`src/rtl/regfile_pkg.sv`:
```
// Shared sizing constants and types for the multi-port register file.
package regfile_pkg;
    localparam int DATA_W    = 32;
    localparam int NUM_REGS  = 16;
    localparam int PC_IDX    = 15;
    localparam int PC_OFFSET = 8;
    localparam int ADDR_W    = $clog2(NUM_REGS);

    typedef logic [DATA_W-1:0] word_t;
    typedef logic [ADDR_W-1:0] reg_addr_t;

    localparam reg_addr_t PC_ADDR = reg_addr_t'(PC_IDX);
endpackage

```
`src/rtl/regfile_scoreboard.sv`:
```
// Pending-write busy bits: lock sets, writes clear, lock wins on collision.
module regfile_scoreboard
    import regfile_pkg::*;
#(
    parameter int NUM_RD = 3
) (
    input  logic                           clk,
    input  logic                           rst,
    input  logic                           lock_en_i,
    input  reg_addr_t                      lock_addr_i,
    input  logic                           clr_a_en_i,
    input  reg_addr_t                      clr_a_addr_i,
    input  logic                           clr_b_en_i,
    input  reg_addr_t                      clr_b_addr_i,
    input  logic [NUM_RD-1:0][ADDR_W-1:0]  rd_addr_i,
    output logic [NUM_RD-1:0]              busy_rd_o
);

    logic [NUM_REGS-1:0] busy_q, busy_d;
    logic [NUM_RD-1:0]   busy_rd_q, busy_rd_d;

    // Addresses that match no register (out of range) never touch a bit.
    always_comb begin
        busy_d = busy_q;
        for (int r = 0; r < NUM_REGS; r++) begin
            if (clr_a_en_i && clr_a_addr_i == reg_addr_t'(r)) busy_d[r] = 1'b0;
            if (clr_b_en_i && clr_b_addr_i == reg_addr_t'(r)) busy_d[r] = 1'b0;
            if (lock_en_i && lock_addr_i == reg_addr_t'(r) && r != PC_IDX) busy_d[r] = 1'b1;
        end
    end

    always_comb begin
        busy_rd_d = '0;
        for (int k = 0; k < NUM_RD; k++) begin
            for (int r = 0; r < NUM_REGS; r++) begin
                if (rd_addr_i[k] == reg_addr_t'(r)) busy_rd_d[k] = busy_d[r];
            end
        end
    end

    always_ff @(posedge clk or posedge rst) begin
        if (rst) begin
            busy_q    <= '0;
            busy_rd_q <= '0;
        end else begin
            busy_q    <= busy_d;
            busy_rd_q <= busy_rd_d;
        end
    end

    assign busy_rd_o = busy_rd_q;

endmodule

```
`src/rtl/regfile_mp.sv`:
```
// Multi-port register file: two write ports, registered write-first reads,
// an aliased PC register with redirect pulse, and a load scoreboard.
module regfile_mp
    import regfile_pkg::*;
#(
    parameter int NUM_RD = 3
) (
    input  logic                           clk,
    input  logic                           rst,
    input  logic [NUM_RD-1:0][ADDR_W-1:0]  i_addr_r,
    output logic [NUM_RD-1:0][DATA_W-1:0]  o_data_r,
    output logic [NUM_RD-1:0]              o_busy_r,
    input  logic                           i_wa_en,
    input  reg_addr_t                      i_wa_addr,
    input  word_t                          i_wa_data,
    input  logic                           i_wb_en,
    input  reg_addr_t                      i_wb_addr,
    input  word_t                          i_wb_data,
    input  logic                           i_lock_en,
    input  reg_addr_t                      i_lock_addr,
    input  word_t                          i_pc,
    input  logic                           i_pc_en,
    output word_t                          o_pc_r,
    output logic                           o_pc_redirect_r
);

    localparam int NUM_ENT = NUM_REGS - 1;

    // Array entries skip the PC slot.
    function automatic reg_addr_t ent_addr(input int e);
        return reg_addr_t'((e < PC_IDX) ? e : e + 1);
    endfunction

    word_t                         mem_q [NUM_ENT];
    word_t                         mem_d [NUM_ENT];
    word_t                         pc_q, pc_d;
    logic                          redirect_q, redirect_d;
    logic [NUM_RD-1:0][DATA_W-1:0] rd_data_q, rd_data_d;
    logic                          wa_keep, pc_wr_a, pc_wr_b;

    assign wa_keep = i_wa_en && !(i_wb_en && i_wb_addr == i_wa_addr);
    assign pc_wr_a = wa_keep && i_wa_addr == PC_ADDR;
    assign pc_wr_b = i_wb_en && i_wb_addr == PC_ADDR;

    always_comb begin
        for (int e = 0; e < NUM_ENT; e++) begin
            mem_d[e] = mem_q[e];
            if (wa_keep && i_wa_addr == ent_addr(e)) mem_d[e] = i_wa_data;
            if (i_wb_en && i_wb_addr == ent_addr(e)) mem_d[e] = i_wb_data;
        end
    end

    always_comb begin
        pc_d       = pc_q;
        redirect_d = pc_wr_a || pc_wr_b;
        if (pc_wr_b)      pc_d = i_wb_data;
        else if (pc_wr_a) pc_d = i_wa_data;
        else if (i_pc_en) pc_d = i_pc;
    end

    // Reads look at next-state values so a same-edge write is visible.
    always_comb begin
        rd_data_d = '0;
        for (int k = 0; k < NUM_RD; k++) begin
            if (i_addr_r[k] == PC_ADDR) rd_data_d[k] = pc_d + word_t'(PC_OFFSET);
            for (int e = 0; e < NUM_ENT; e++) begin
                if (i_addr_r[k] == ent_addr(e)) rd_data_d[k] = mem_d[e];
            end
        end
    end

    always_ff @(posedge clk or posedge rst) begin
        if (rst) begin
            for (int e = 0; e < NUM_ENT; e++) mem_q[e] <= '0;
            pc_q       <= '0;
            redirect_q <= 1'b0;
            rd_data_q  <= '0;
        end else begin
            for (int e = 0; e < NUM_ENT; e++) mem_q[e] <= mem_d[e];
            pc_q       <= pc_d;
            redirect_q <= redirect_d;
            rd_data_q  <= rd_data_d;
        end
    end

    regfile_scoreboard #(.NUM_RD(NUM_RD)) u_scoreboard (
        .clk          (clk),
        .rst          (rst),
        .lock_en_i    (i_lock_en),
        .lock_addr_i  (i_lock_addr),
        .clr_a_en_i   (i_wa_en),
        .clr_a_addr_i (i_wa_addr),
        .clr_b_en_i   (i_wb_en),
        .clr_b_addr_i (i_wb_addr),
        .rd_addr_i    (i_addr_r),
        .busy_rd_o    (o_busy_r)
    );

    assign o_data_r        = rd_data_q;
    assign o_pc_r          = pc_q;
    assign o_pc_redirect_r = redirect_q;

endmodule

```
`config.mk`:
```
export PLATFORM = sky130hd
export DESIGN_NAME = regfile_mp
export DESIGN_NICKNAME = d
export VERILOG_FILES = /design/src/rtl/regfile_pkg.sv /design/src/rtl/regfile_scoreboard.sv /design/src/rtl/regfile_mp.sv
export SDC_FILE = /design/constraint.sdc
export NUM_CORES = 2
export LEC_CHECK = 0
export ABC_AREA = 1
export CAP_MARGIN = 20
export CORE_MARGIN = 8
export CORE_UTILIZATION = 40
export CTS_CLUSTER_SIZE = 20
export DETAILED_ROUTE_END_ITERATION = 16
export SETUP_SLACK_MARGIN = 0.2
export SKIP_CTS_REPAIR_TIMING = 1
export SLEW_MARGIN = 20
export SYNTH_ARGS = -nofsm -noshare
export SYNTH_HDL_FRONTEND = slang
export SYNTH_SLANG_ARGS = --single-unit
```
`constraint.sdc`:
```
create_clock -name clk -period 64.7 [get_ports clk]
set_clock_uncertainty 0.2 [all_clocks]
set_input_delay 9.705 -clock clk [delete_from_list [all_inputs] [get_ports clk]]
set_output_delay 9.705 -clock clk [all_outputs]
set_load 0.005 [all_outputs]
```
## Word-level counts from Yosys, hierarchy flattened

Index checks and enable logic that the tools add are counted.

- Register bits: 628
- Bits in latches: 0
- RAM bits: 0
- Memory bits (read-only): 0
- Bits of input ports: 126
- Output and inout port bits: 132
- Logic and storage cells: 362
- Memories: 0

- $add $sub $neg: 1
- Multipliers: 0
- Divide/modulo/power cells: 0
- $lt $le $gt $ge: 0
- Equality and inequality tests: 90
- Shifts and indexed selects: 0
- Muxes and demuxes: 176
- Bitwise operators: 0
- Reduce and logical (&&, ||, !) cells: 73

Operators by type and width:

| operator | count |
|---|---|
| two-way mux 32 bit | 81 |
| == test 4 bit (second input constant) | 47 |
| == test 4 x 3 -> 1 bit (second input constant) | 24 |
| two-way mux 1 bit | 95 |
| logical AND 1 bit | 65 |
| == test 4 x 2 -> 1 bit (second input constant) | 12 |
| adder 32 x 4 -> 32 bit (second input constant) | 1 |
| == test 4 x 1 -> 1 bit (second input constant) | 6 |
| zero test 4 bit | 6 |
| == test 4 bit | 1 |
| zero test 1 bit | 1 |
| logical OR 1 bit | 1 |

## Logic depth before layout (Yosys ltp)

- Depth in word-level cells: 24
- Depth in mapped cells: 29
- Gate-level depth less buffers: 28

## Cells and area by module

A second synthesis with hierarchy kept.

- Cell total of the unflattened synthesis: 5885
- Area total of the unflattened synthesis: 39860.7 µm²

By module, submodules not included:

| module | instances | cells an instance | area an instance (µm²) | sequential area each (µm²) |
|---|---|---|---|---|
| regfile_mp | 1 | 5615 | 38187.9 | 15239.6 |
| regfile_scoreboard | 1 | 270 | 1672.9 | 475.5 |

## Worst setup path after synthesis

No wires, ideal clock.

- Path kind: in2reg
- Start: input port i_pc_en
- End: register rd_data_q (netlist bit o_data_r[81])
- Setup time: 0.116 ns
- Data arrival time: 12.132 ns
- Required time: 64.384 ns
- Slack: 52.251 ns
- Stages on the path: 24
- Path buffers: 2
- Path through: buf_2 inv_1 clkbuf_1 nand2_1 nand2_1 nand2_1 a31oi_4 ha_1 nand3_1 nor2_4 nand2_1 nor2_2 nand2_1 xor2_1 nand2_1 nand2_1 nand2_1 nand4_1 nor2_1 nand4_1 nor2_1 nand3_1 nand2_1 nand2_1

RTL lines:

| what | RTL line | source |
|---|---|---|
| start, declared | regfile_mp.sv:22 | `input logic i_pc_en,` |
| end signal, assigned | regfile_mp.sv:82 | `rd_data_q <= rd_data_d;` |
| end, declared | regfile_mp.sv:38 | `logic [NUM_RD-1:0][DATA_W-1:0] rd_data_q, rd_data_d;` |

==> summary.md <==
| Metric | Value |
|---|---|
| Outcome | finished clean |
| Die Wd | 331 um |
| Sequential area share after synthesis | 0.395 |
| Leak | around 0.02 uW |
| Synth unique cells | 53 |
| Crit Path Max Fanout | 43 |
| Io pins | 258 |
| First-pass GRT wire length | 294000 um |
| Finished Layout Cells | 7269 |
| Final core occ | 0.468 |
| Max-Cap Viols | 0 |
| Drt wl/cell | 28.1 um |
| Core Area | 98400 um2 |
| CP endpoint kind | register |
| Top post-synthesis cells by area | dfrtp_1 40%, nand2_1 17%, o21ai_0 7.7% |
| GRT Resource Usage Total | 0.356 |
| CP max stage cell | clkdlybuf4s50_1 |
| Initial Utilization | 0.404 |
| Final period util | 0.219 |
| Area delta synth->final | 16.0% |
| Synth Area in Compound Gates | 0.209 |
| Fin. max-slew vios | 0 |
| Tightest Pin Transition | 1.18 ns |
| Avg Inst Size Synth | about 6.8 um2 |
| Post-synthesis simple-gate area fraction | 0.301 |
| Root buf cell | clkbuf_16 |
| Max VDD drop | 0.0220 mV |
| Critical path data arrival time | roughly 14 ns |
| Flops & latches, synth | between 600 and 700 |
| Main combinational cell family by area after synthesis | simple AND/OR/NAND/NOR gates |
| Clock Latency Late Sink | 0.66 ns |
| Predominant post-synthesis flop cell | dfrtp_1 |
| Dominant cell type by area after synthesis | dfrtp_1 |
| Clock transition at the registers of the reported paths | 0.06 ns |
| FMAX | 0.0706 GHz |
| DRC | 0 |
| Crit path cell chain | clkdlybuf4s50_1 -> o21ai_1 -> nor2_2 -> nand2_4 -> buf_4 -> nand2_4 -> nand2_1 -> a31oi_4 -> ha_1 -> nand3_1 -> nor2_4 -> nand3_4 -> nor2_4 -> xor2_1 -> nand2_1 -> nand2_1 -> nand2_1 -> nand4_1 -> nor2_1 -> nand4_1 -> nor3_1 -> nand4_1 |
| Die area | 110000 um2 |
| Starting DRC count in detailed routing | between 5000 and 6000 |
| CTS tree | built |
| Crit path required time | 64.99 ns |
| H-tree depth | 3 |
| # port buffers | ~260 |
| Setup violations, final | 0 |
| Post-synthesis mux area share | 0 |
| Adder-cell share of the synthesized area | 0.000315 |
| # placed instances | 7126 |
| Post-route setup slack | around 51 ns |
| Via count | 44900 |
| Setup TNS | 0 ns |
| Largest net degree at the start of global routing | around 150 |
| Post-synth ARST share | 1.00 |
| Minimum clock period after layout | approximately 14 ns |
| Share of post-route cells with drive strength above 1 | 0.0664 |
| Reg2Reg Depth | 18 |
| Global route overflow | 0 |
| Reg2Reg Setup Slack | between 60 and 70 ns |
| PwrDens | between 20 and 30 nW/um2 |
| Share of the synthesized area in the top cell type | 0.395 |
| Crit-path max cell delay | roughly 0.64 ns |
| WHS Endpoint | u_scoreboard.busy_q[3]$_DFF_PP0_ |
| FF-to-FF Start | o_pc_r[3]$_DFF_PP0_ |
| CP Launch Type | primary input |
| Number of routed nets with antenna violations | 0 |
| Mapped Cells | 5859 |
| Warnings from Yosys | 0 |
| Routability cong. | a little under 1 |
| R2r endpoint | o_data_r[47]$_DFF_PP0_ |
| RSZ-0062 raised after global routing | false |
| Critical setup path kind | in2reg |
| Via density | 6.18 |
| Worst Hold Depth | 2 |
| DP Wirelength | 136000 um |
| Worst hold path class | reg2reg |
| Detailed Route WL | 205000 um |
| CP dominant cell by count | nand2_1 |
| Post-Synth XOR/XNOR Area | 0.00287 |
| CTS sink cnt | 628 |
| Pre-antenna DRT Iters | 9 |
| # nets final | between 6000 and 7000 |
| Hold Vio Cnt, Final | 0 |
| Post-Syn Nets | between 5000 and 6000 |
| Pre-CTS worst setup slack | roughly 50 ns |
| Clock buffer count from CTS | between 70 and 80 |
| Vias in the first global route | between 40000 and 50000 |
| Hold_sp | u_scoreboard.busy_q[3]$_DFF_PP0_ |
| Initial antenna violation count | 4 |
| Mapped Area | 39700 um2 |
| # rows | 115 |
| Clk buf depth | 3 |
| Die H | 331 um |
| Worst relative slew slack | 0.214 |
| Post-synth EDFFs | 0 |
[metrics by stage]
step	total power [uW]	hold slack [ns]	area, um2
6_report	1380	0.326	46100
5_1_grt	1440	0.363	46100
4_1_cts	1370	0.328	46000
3_5_place_dp	911	0.312	43400
3_3_place_gp	905	0.298	43400
2_1_floorplan	751	0.270	39700
[worst max-delay path, delay by kind of cell]
kind | cells | cell delay, ns
AO/OA/AOI/OAI | 2 | 0.45
adder cells (fa/ha/maj) | 1 | 0.25
XOR/XNOR | 1 | 0.22
buffers and inverters | 2 | 0.96
AND/OR/NAND/NOR | 16 | 2.78
[routing by layer]
metal  share of wire  global-route usage  vias to the layer above
met2            0.44               0.555                     3172
met3            0.11              0.0775                      880
met5               0                   0                        -
li1                -                   -                    19600
met4           0.090               0.266                        0
met1            0.36               0.430                    21300
[power breakdown]
part / switching [uW] / total [uW] / internal, uW / leakage, uW
Combinational: 257 / 391 / 134 / 0.0114
Sequential: 34.8 / 523 / 488 / 0.00757
Clock: 191 / 466 / 275 / 0.00130
[area by class of cell]
| class | count | area, um2 |
|---|---|---|
| diodes | 2 | 5.00 |
| multi-input cells | 4301 | 20600 |
| well taps | 1287 | 1610 |
| clock inverters | 22 | 324 |
| fillers | 9999 | 52300 |
| repair buffers | 382 | 3570 |
| clock buffers | 117 | 2320 |
| inverters | 530 | 2000 |
| flip-flops and latches | 628 | 15700 |
[cell usage in the layout (no fill, tap or decap), drive strengths merged, types with 2 or more instances in the layout]
cell type,instances
nand2,1852
o21ai,642
dfrtp,628
inv,513
nor2,502
a21oi,370
o211ai,286
clkdlybuf4s50,257
nand4,242
nand3,173
buf,125
clkbuf,117
a221oi,56
nor3,55
clkinv,30
or2,23
o22ai,22
o2111ai,20
xor2,12
a211oi,9
nor4,9
bufinv,7
o21bai,6
a21boi,5
a31oi,4
nand3b,3
a22o,3
diode,2
o32ai,2
clkinvlp,2
[cell usage after synthesis (2+ instances only)]
cell,instances
buf_1,19
a221oi_1,56
nor2_4,7
nor3_2,2
a21boi_1,4
dfrtp_1,628
buf_6,8
nand2_1,1835
nor2_2,18
nand3_4,2
o22ai_1,22
nor3_1,52
o21bai_1,4
or2_2,21
o21ai_0,608
o32ai_1,2
xor2_1,12
a21oi_1,368
buf_4,11
nand3_1,169
a21oi_2,2
o21bai_2,2
o211ai_1,286
nand4_2,2
o2111ai_1,20
a22o_1,3
nor4_1,9
nor2_1,476
a31oi_1,3
clkinv_1,20
inv_1,494
nand2_4,3
nand2_2,14
nand3b_1,3
nand4_1,239
a211oi_1,9
clkbuf_1,328
buf_2,34
inv_2,16
o21ai_1,33
nand3_2,2
or2_1,2
[sequential cells by signal (all words and copies together), names as in the netlist]
| name | count |
|---|---|
| mem_q | 480 |
| o_data_r | 96 |
| o_pc_r | 32 |
| u_scoreboard.busy_q | 16 |
| u_scoreboard.busy_rd_o | 3 |
| o_pc_redirect_r | 1 |
[cell families after synthesis]
family / Yosys count
xor gates and xnor gates: 13
and+or+nand+nor: 2860
adders and majority gates: 1
buffers and inverters: 930
AOI/OAI and AO/OA: 1427
DFF: 628
[worst max-delay path by stage]
stage / from / endpoint / slack [ns] / depth (start not counted)
after floorplan: rst / mem_q[0]$_DFF_PP0_ / 37.21 / 1
final: i_wb_en / o_data_r[47]$_DFF_PP0_ / 50.54 / 22
after CTS: i_wb_en / o_data_r[47]$_DFF_PP0_ / 50.62 / 22
after global routing: i_wa_addr[0] / o_data_r[47]$_DFF_PP0_ / 50.19 / 24
after detailed placement: i_wb_en / o_data_r[47]$_DFF_PP0_ / 49.98 / 22
after global placement: i_wa_addr[0] / o_data_r[47]$_DFF_PP0_ / 49.96 / 24
Power figures use the tool's default switching activity.
